[config.mk]
export PLATFORM = sky130hd
export DESIGN_NAME = axi4_mst_arb
export DESIGN_NICKNAME = d
export VERILOG_FILES = /design/src/rtl/axi4_mst_arb.sv
export SDC_FILE = /design/constraint.sdc
export NUM_CORES = 1
export LEC_CHECK = 0
export BUFFER_PORTS_ARGS = -buffer_cell sky130_fd_sc_hd__buf_2
export CAP_MARGIN = 15
export CORE_AREA = 2 2 296 298
export CTS_BUF_LIST = sky130_fd_sc_hd__clkbuf_16
export CTS_CLUSTER_SIZE = 30
export DETAILED_ROUTE_END_ITERATION = 8
export DIE_AREA = 0 0 298 300
export HOLD_SLACK_MARGIN = 0.15
export PLACE_DENSITY = 0.3
export RECOVER_POWER = 100
export SETUP_SLACK_MARGIN = 0.02
export SKIP_LAST_GASP = 1
export SLEW_MARGIN = 30
export SYNTH_ARGS = -nofsm -noshare
export SYNTH_HDL_FRONTEND = slang
export SYNTH_SLANG_ARGS = --single-unit
[constraint.sdc]
create_clock -name clk -period 2.85 [get_ports clk]
set_clock_uncertainty 0.1 [all_clocks]
set_input_delay 0.1425 -clock clk [delete_from_list [all_inputs] [get_ports clk]]
set_output_delay 0.1425 -clock clk [all_outputs]
set_load 0.02 [all_outputs]
[src/rtl/axi4_mst_arb.sv]
// Two-master to one-slave AXI4 arbiter for single-beat traffic. Write and read
// paths arbitrate independently with round-robin; responses route by ID MSB.
module axi4_mst_arb #(
  parameter int TAG = 1
) (
  input  logic           clk,
  input  logic           rst_l,
  // master 0
  input  logic           m0_axi_awvalid,
  output logic           m0_axi_awready,
  input  logic [TAG-1:0] m0_axi_awid,
  input  logic [31:0]    m0_axi_awaddr,
  input  logic [2:0]     m0_axi_awsize,
  input  logic [2:0]     m0_axi_awprot,
  input  logic [7:0]     m0_axi_awlen,
  input  logic [1:0]     m0_axi_awburst,
  input  logic           m0_axi_wvalid,
  output logic           m0_axi_wready,
  input  logic [63:0]    m0_axi_wdata,
  input  logic [7:0]     m0_axi_wstrb,
  input  logic           m0_axi_wlast,
  output logic           m0_axi_bvalid,
  input  logic           m0_axi_bready,
  output logic [1:0]     m0_axi_bresp,
  output logic [TAG-1:0] m0_axi_bid,
  input  logic           m0_axi_arvalid,
  output logic           m0_axi_arready,
  input  logic [TAG-1:0] m0_axi_arid,
  input  logic [31:0]    m0_axi_araddr,
  input  logic [2:0]     m0_axi_arsize,
  input  logic [2:0]     m0_axi_arprot,
  input  logic [7:0]     m0_axi_arlen,
  input  logic [1:0]     m0_axi_arburst,
  output logic           m0_axi_rvalid,
  input  logic           m0_axi_rready,
  output logic [TAG-1:0] m0_axi_rid,
  output logic [63:0]    m0_axi_rdata,
  output logic [1:0]     m0_axi_rresp,
  output logic           m0_axi_rlast,
  // master 1
  input  logic           m1_axi_awvalid,
  output logic           m1_axi_awready,
  input  logic [TAG-1:0] m1_axi_awid,
  input  logic [31:0]    m1_axi_awaddr,
  input  logic [2:0]     m1_axi_awsize,
  input  logic [2:0]     m1_axi_awprot,
  input  logic [7:0]     m1_axi_awlen,
  input  logic [1:0]     m1_axi_awburst,
  input  logic           m1_axi_wvalid,
  output logic           m1_axi_wready,
  input  logic [63:0]    m1_axi_wdata,
  input  logic [7:0]     m1_axi_wstrb,
  input  logic           m1_axi_wlast,
  output logic           m1_axi_bvalid,
  input  logic           m1_axi_bready,
  output logic [1:0]     m1_axi_bresp,
  output logic [TAG-1:0] m1_axi_bid,
  input  logic           m1_axi_arvalid,
  output logic           m1_axi_arready,
  input  logic [TAG-1:0] m1_axi_arid,
  input  logic [31:0]    m1_axi_araddr,
  input  logic [2:0]     m1_axi_arsize,
  input  logic [2:0]     m1_axi_arprot,
  input  logic [7:0]     m1_axi_arlen,
  input  logic [1:0]     m1_axi_arburst,
  output logic           m1_axi_rvalid,
  input  logic           m1_axi_rready,
  output logic [TAG-1:0] m1_axi_rid,
  output logic [63:0]    m1_axi_rdata,
  output logic [1:0]     m1_axi_rresp,
  output logic           m1_axi_rlast,
  // downstream slave
  output logic           axi_awvalid,
  input  logic           axi_awready,
  output logic [TAG:0]   axi_awid,
  output logic [31:0]    axi_awaddr,
  output logic [2:0]     axi_awsize,
  output logic [2:0]     axi_awprot,
  output logic [7:0]     axi_awlen,
  output logic [1:0]     axi_awburst,
  output logic           axi_wvalid,
  input  logic           axi_wready,
  output logic [63:0]    axi_wdata,
  output logic [7:0]     axi_wstrb,
  output logic           axi_wlast,
  input  logic           axi_bvalid,
  output logic           axi_bready,
  input  logic [1:0]     axi_bresp,
  input  logic [TAG:0]   axi_bid,
  output logic           axi_arvalid,
  input  logic           axi_arready,
  output logic [TAG:0]   axi_arid,
  output logic [31:0]    axi_araddr,
  output logic [2:0]     axi_arsize,
  output logic [2:0]     axi_arprot,
  output logic [7:0]     axi_arlen,
  output logic [1:0]     axi_arburst,
  input  logic           axi_rvalid,
  output logic           axi_rready,
  input  logic [TAG:0]   axi_rid,
  input  logic [63:0]    axi_rdata,
  input  logic [1:0]     axi_rresp,
  input  logic           axi_rlast
);

  localparam logic [0:0] WIDLE = 1'b0, WBUSY = 1'b1;
  localparam logic [0:0] RIDLE = 1'b0, RBUSY = 1'b1;

  logic [0:0] wst_q, wst_d, rst_q, rst_d;
  logic wgnt_q, wgnt_d, last_wr_q, last_wr_d, aw_done_q, aw_done_d, w_done_q, w_done_d;
  logic rgnt_q, rgnt_d, last_rd_q, last_rd_d;
  logic wreq0, wreq1, wbusy, aw_hs, w_hs, s_awvalid, s_wvalid;
  logic rbusy, s_arvalid;

  // Address without data is not a request: data must travel with the address.
  assign wreq0 = m0_axi_awvalid & m0_axi_wvalid;
  assign wreq1 = m1_axi_awvalid & m1_axi_wvalid;
  assign wbusy = (wst_q == WBUSY);
  assign rbusy = (rst_q == RBUSY);

  assign s_awvalid   = wgnt_q ? m1_axi_awvalid : m0_axi_awvalid;
  assign s_wvalid    = wgnt_q ? m1_axi_wvalid  : m0_axi_wvalid;
  assign axi_awvalid = wbusy & s_awvalid & ~aw_done_q;
  assign axi_wvalid  = wbusy & s_wvalid  & ~w_done_q;
  assign axi_awid    = {wgnt_q, wgnt_q ? m1_axi_awid : m0_axi_awid};
  assign axi_awaddr  = wgnt_q ? m1_axi_awaddr  : m0_axi_awaddr;
  assign axi_awsize  = wgnt_q ? m1_axi_awsize  : m0_axi_awsize;
  assign axi_awprot  = wgnt_q ? m1_axi_awprot  : m0_axi_awprot;
  assign axi_awlen   = wgnt_q ? m1_axi_awlen   : m0_axi_awlen;
  assign axi_awburst = wgnt_q ? m1_axi_awburst : m0_axi_awburst;
  assign axi_wdata   = wgnt_q ? m1_axi_wdata   : m0_axi_wdata;
  assign axi_wstrb   = wgnt_q ? m1_axi_wstrb   : m0_axi_wstrb;
  assign axi_wlast   = wgnt_q ? m1_axi_wlast   : m0_axi_wlast;
  assign aw_hs       = axi_awvalid & axi_awready;
  assign w_hs        = axi_wvalid & axi_wready;

  assign m0_axi_awready = wbusy & ~wgnt_q & ~aw_done_q & axi_awready;
  assign m1_axi_awready = wbusy &  wgnt_q & ~aw_done_q & axi_awready;
  assign m0_axi_wready  = wbusy & ~wgnt_q & ~w_done_q & axi_wready;
  assign m1_axi_wready  = wbusy &  wgnt_q & ~w_done_q & axi_wready;

  always_comb begin
    wst_d = wst_q; wgnt_d = wgnt_q; last_wr_d = last_wr_q;
    aw_done_d = aw_done_q; w_done_d = w_done_q;
    case (wst_q)
      WIDLE: if (wreq0 | wreq1) begin
        wgnt_d    = (wreq0 & wreq1) ? ~last_wr_q : wreq1;
        last_wr_d = (wreq0 & wreq1) ? ~last_wr_q : wreq1;
        wst_d     = WBUSY;
      end
      WBUSY: if ((aw_done_q | aw_hs) & (w_done_q | w_hs)) begin
        wst_d = WIDLE; aw_done_d = 1'b0; w_done_d = 1'b0;
      end else begin
        aw_done_d = aw_done_q | aw_hs;
        w_done_d  = w_done_q | w_hs;
      end
      default: wst_d = WIDLE;
    endcase
  end

  assign s_arvalid      = rgnt_q ? m1_axi_arvalid : m0_axi_arvalid;
  assign axi_arvalid    = rbusy & s_arvalid;
  assign axi_arid       = {rgnt_q, rgnt_q ? m1_axi_arid : m0_axi_arid};
  assign axi_araddr     = rgnt_q ? m1_axi_araddr  : m0_axi_araddr;
  assign axi_arsize     = rgnt_q ? m1_axi_arsize  : m0_axi_arsize;
  assign axi_arprot     = rgnt_q ? m1_axi_arprot  : m0_axi_arprot;
  assign axi_arlen      = rgnt_q ? m1_axi_arlen   : m0_axi_arlen;
  assign axi_arburst    = rgnt_q ? m1_axi_arburst : m0_axi_arburst;
  assign m0_axi_arready = rbusy & ~rgnt_q & axi_arready;
  assign m1_axi_arready = rbusy &  rgnt_q & axi_arready;

  always_comb begin
    rst_d = rst_q; rgnt_d = rgnt_q; last_rd_d = last_rd_q;
    case (rst_q)
      RIDLE: if (m0_axi_arvalid | m1_axi_arvalid) begin
        rgnt_d    = (m0_axi_arvalid & m1_axi_arvalid) ? ~last_rd_q : m1_axi_arvalid;
        last_rd_d = (m0_axi_arvalid & m1_axi_arvalid) ? ~last_rd_q : m1_axi_arvalid;
        rst_d     = RBUSY;
      end
      RBUSY: if (axi_arvalid & axi_arready) rst_d = RIDLE;
      default: rst_d = RIDLE;
    endcase
  end

  always_ff @(posedge clk or negedge rst_l) begin
    if (!rst_l) begin
      wst_q <= WIDLE; wgnt_q <= 1'b0; last_wr_q <= 1'b1;
      aw_done_q <= 1'b0; w_done_q <= 1'b0;
      rst_q <= RIDLE; rgnt_q <= 1'b0; last_rd_q <= 1'b1;
    end else begin
      wst_q <= wst_d; wgnt_q <= wgnt_d; last_wr_q <= last_wr_d;
      aw_done_q <= aw_done_d; w_done_q <= w_done_d;
      rst_q <= rst_d; rgnt_q <= rgnt_d; last_rd_q <= last_rd_d;
    end
  end

  // Stateless response routing; gated by reset so nothing leaks upstream.
  assign m0_axi_bvalid = rst_l & axi_bvalid & ~axi_bid[TAG];
  assign m1_axi_bvalid = rst_l & axi_bvalid &  axi_bid[TAG];
  assign axi_bready    = rst_l & (axi_bid[TAG] ? m1_axi_bready : m0_axi_bready);
  assign m0_axi_bresp  = axi_bresp;
  assign m1_axi_bresp  = axi_bresp;
  assign m0_axi_bid    = axi_bid[TAG-1:0];
  assign m1_axi_bid    = axi_bid[TAG-1:0];

  assign m0_axi_rvalid = rst_l & axi_rvalid & ~axi_rid[TAG];
  assign m1_axi_rvalid = rst_l & axi_rvalid &  axi_rid[TAG];
  assign axi_rready    = rst_l & (axi_rid[TAG] ? m1_axi_rready : m0_axi_rready);
  assign m0_axi_rid    = axi_rid[TAG-1:0];
  assign m1_axi_rid    = axi_rid[TAG-1:0];
  assign m0_axi_rdata  = axi_rdata;
  assign m1_axi_rdata  = axi_rdata;
  assign m0_axi_rresp  = axi_rresp;
  assign m1_axi_rresp  = axi_rresp;
  assign m0_axi_rlast  = axi_rlast;
  assign m1_axi_rlast  = axi_rlast;

endmodule

== Word-level counts from Yosys, hierarchy flattened ==
Cells that the tools add are included.

* Register bits after elaboration: 8
* Input bits: 432
* Output and inout port bits: 330

* Mux-type cells: 30
* Bitwise gates (word level): 49
* Reductions and logical operators: 2

{| class="wikitable"
|+ Operator list
! kind !! count
|-
| $mux W32 || 2
|-
| $mux W64 || 1
|-
| $and A1 B1 Y1 || 35
|-
| $mux W8 || 3
|-
| $mux W1 || 16
|-
| $mux W3 || 4
|-
| $not A1 Y1 || 10
|-
| $mux W2 || 2
|-
| $or A1 B1 Y1 || 4
|-
| $pmux W1 S2 || 2
|-
| $reduce_and A2 Y1 || 2
|}

== Logic depth before layout (Yosys ltp) ==
* Depth after elaboration: 8
* Gate-level depth with buffers: 4

== Worst setup path before layout ==
Ideal clock, no wire load.

* Kind: register -> output
* From: reg wgnt_q
* To: out m0_axi_awready
* Arrival time: 1,331 ps
* Data required time: 2,608 ps
* Setup slack: 1,276 ps
* Cell stages (with the launch flop): 5
* Path buffers: 3
* Cells stage by stage: dfrtp_1 > buf_6 > buf_6 > buf_6 > nor4b_2

* Word-level cells in the longest chain between the ends: 4

{| class="wikitable"
|+ RTL lines
! what !! line !! text
|-
| start, declared || 110 || <nowiki>logic wgnt_q, wgnt_d, last_wr_q, last_wr_d, aw_done_q, aw_done_d, w_done_q, w_done_d;</nowiki>
|-
| start signal, assigned || 191 || <nowiki>wst_q <= wst_d; wgnt_q <= wgnt_d; last_wr_q <= last_wr_d;</nowiki>
|-
| $not A1 Y1 || 137 || <nowiki>assign m0_axi_awready = wbusy & ~wgnt_q & ~aw_done_q & axi_awready;</nowiki>
|-
| $and A1 B1 Y1 (3 in a row) || 137 ||
|-
| end, declared || 10 || <nowiki>output logic m0_axi_awready,</nowiki>
|}

Every way passes these cells.

== Final worst setup path ==
* From: reg wgnt_q
* To: out axi_awaddr[1]

* Word-level cells in the longest chain between the ends: 1

{| class="wikitable"
|+ RTL lines
! what !! line !! text
|-
| $mux W32 || 126 || <nowiki>assign axi_awaddr = wgnt_q ? m1_axi_awaddr : m0_axi_awaddr;</nowiki>
|-
| end, declared || 76 || <nowiki>output logic [31:0] axi_awaddr,</nowiki>
|}

Every way passes these cells.

==> flow_metrics.env <==
export IMPL_cpPeakStageDelay_ps=910
export IMPL_grt_max_degree=45
export IMPL_nFillCells=10300
export IMPL_crit_path_start_kind="register"
export IMPL_row_count=108
export IMPL_grt_pass1_wl_um=32800
export IMPL_cts_buffers=3
export IMPL_num_vias=4528
export IMPL_clk_pin_slew_ps=50
export IMPL_ios=762
export IMPL_finalCritPeriodShare_pct=88.2
export IMPL_fmax_ghz=0.398
export IMPL_start_util_pct=4.30
export IMPL_hold_path_startpoint="m0_axi_awvalid"
export IMPL_rsz0062_at_grt="no"
export IMPL_yosysMostFrequentCell="mux2_2"
export IMPL_fp_dieArea_um2=89400
export IMPL_h_tree_depth=1
export IMPL_rr_startpoint="rgnt_q$_DFFE_PN0P_"
export IMPL_ys_flop_type="dfrtp_1"
export IMPL_synth_top_area_cell="mux2_2"
export IMPL_core_area_um2=86200
export IMPL_max_slew_margin_pct=25.7
export IMPL_synth_fp_nets=825
export IMPL_ys_seq_area_share_pct=5.47
export IMPL_worstPathCellList="clkbuf_2 > mux2_2 > clkbuf_1"
export IMPL_synth_area_leaders="mux2_2, buf_4, dfrtp_1"
export IMPL_ctsResizeCount=0
export IMPL_status="finished, final reports clean"
export IMPL_die_y_um=300
export IMPL_async_flop_share_pct=100
export IMPL_worst_r2r_setup_slack_ps=370
export IMPL_drt_iter0_drc=130
export IMPL_chipWidth_um=298
export IMPL_final_max_slew_viol_count=0
export IMPL_clockBufferDepth=2
export IMPL_wl_um=26000
export IMPL_ys_types=27
export IMPL_first_pass_iters=4
export IMPL_multi_input_area_um2=2250
export IMPL_avgSynthCellArea_um2=9.42
export IMPL_crit_path_end_kind="output port"
export IMPL_synth_cells=393
export IMPL_synth_cell_area_um2=3700
export IMPL_synthToLayoutAreaGrowth_pct=80.4
export IMPL_ir_drop_mv=0.425
export IMPL_vias_per_cell=2.32
export IMPL_setup_viol=0
export IMPL_hold_violations=0
export IMPL_antenna_found_initial=20
export IMPL_layout_min_cycle_time_ps=2510
export IMPL_grt_pass1_vias=4511
export IMPL_dp_slack_ps=699
export IMPL_ff2ff_path_depth=4
export IMPL_cp_max_fo=44
export IMPL_crit_arrival_ps=2270
export IMPL_critPathKind="register to output port"
export IMPL_yosysWarnings=0
export IMPL_synth_top_cells_by_count="mux2_2, buf_4, nand2_1"
export IMPL_ys_ff_latch=8
export IMPL_post_cts_buffers=0
export IMPL_finalWorstSetupSlack_ps=337
export IMPL_synth_edf_count=0
export IMPL_min_path_cells=4
export IMPL_tns_ps=0
export IMPL_drv_cap=0
export IMPL_seq_area_um2=206
export IMPL_p_leak_nw=2.72
export IMPL_cts_sinks=8
export IMPL_gp_congestion=0.869
export IMPL_layout_drive_gt1_share_pct=69.3
export IMPL_yosysTopAreaCellShare_pct=52.3
export IMPL_wl_per_cell_um=13.3
export IMPL_critPathTopFamily="flip-flops"
export IMPL_clk_latency_ps=250
export IMPL_nets=1225
export IMPL_cts_root_buf="clkbuf_16"
export IMPL_worstSetupStartpoint="wgnt_q$_DFFE_PN0P_"
export IMPL_drc=0
export IMPL_crit_buf_inv=2
export IMPL_dp_hpwl_um=23800
export IMPL_postCtsHoldBufs=8
export IMPL_holdCritPathClass="primary input to register"
export IMPL_port_buffers=548
export IMPL_finish_utilization_pct=7.75
export IMPL_critPathSlowestCell="dfrtp_4"
export IMPL_fin_total_pwr_mw=4.55
export IMPL_cp_depth=3
export IMPL_cts_tree="built"
export IMPL_gr_total_overflow=0
export IMPL_worst_pin_slew_ps=1110
export IMPL_ant_nets=0
export IMPL_grt_total_usage_pct=5.25
export IMPL_crit_required_ps=2610
export IMPL_p_per_area_nw_per_um2=681
## power by group
| group | switching, mW | internal (mW) |
|---|---|---|
| registers | 0.278 | 0.176 |
| logic | 2.23 | 1.60 |
| clock network | 0.0748 | 0.185 |
## through the flow
step	std cells	hold WS, ps	area, um2
6_report	1954	158	6680
5_1_grt	1951	185	6670
4_1_cts	1947	156	6880
3_5_place_dp	1935	21.0	6720
3_3_place_gp	1935	16.3	6720
2_1_floorplan	393	-253	3700
## placed cells by master (no fill, tap or decap), types with 3 or more instances in the layout
master / count
nand2_1: 9
and3_1: 5
a21oi_1: 3
clkbuf_16: 3
nor2_1: 6
mux2i_1: 3
dlygate4sd3_1: 8
buf_12: 3
nor2b_1: 4
clkbuf_1: 167
mux2_2: 156
diode_2: 7
dfrtp_1: 5
mux2_1: 17
buf_2: 381
## state kept, by name, indices dropped and copies added, names as in the netlist
name,cells
rbusy,1
last_wr_q,1
aw_done_q,1
w_done_q,1
wgnt_q,1
rgnt_q,1
last_rd_q,1
wbusy,1
## worst reg2reg max path, stage by stage (launching register included)
cell	delay (ps)
dfrtp_1	1070
buf_12	290
mux2i_1	260
o32a_1	170
dlygate4sd3_1	530
## final timing paths
kind / endpoint
min in group asynchronous: wgnt_q$_DFFE_PN0P_
min reg2reg: last_wr_q$_DFFE_PN1P_
max: axi_awaddr[1]
min: last_wr_q$_DFFE_PN1P_
max reg2reg: rbusy$_DFF_PN0_
max in group asynchronous: wgnt_q$_DFFE_PN0P_
## final cells by class
cell class	count	share of cell area [%]
timing repair buffer	560	40.1
multi-input combinational	219	33.7
tap	1155	21.6
sequential	8	3.09
clock buffer	3	1.12
antenna	7	0.262
clock inverter	1	0.0562
inverter	1	0.0562
## metal layers
| metal | share of wire (%) | track usage (%) |
|---|---|---|
| met5 | 0.24 | 0 |
| met4 | 4.1 | 2.11 |
| met3 | 13 | 2.30 |
| met2 | 45 | 8.39 |
| met1 | 38 | 6.13 |
## kinds of logic after synthesis
kind of cell    after synthesis  synth area share (%)
compound gates               12                  2.74
mux                         176                  53.5
flops                         8                  5.47
buf+inv                     166                  33.6
simple gates                 31                  4.63
No activity file was read; power rests on OpenSTA's default activity.
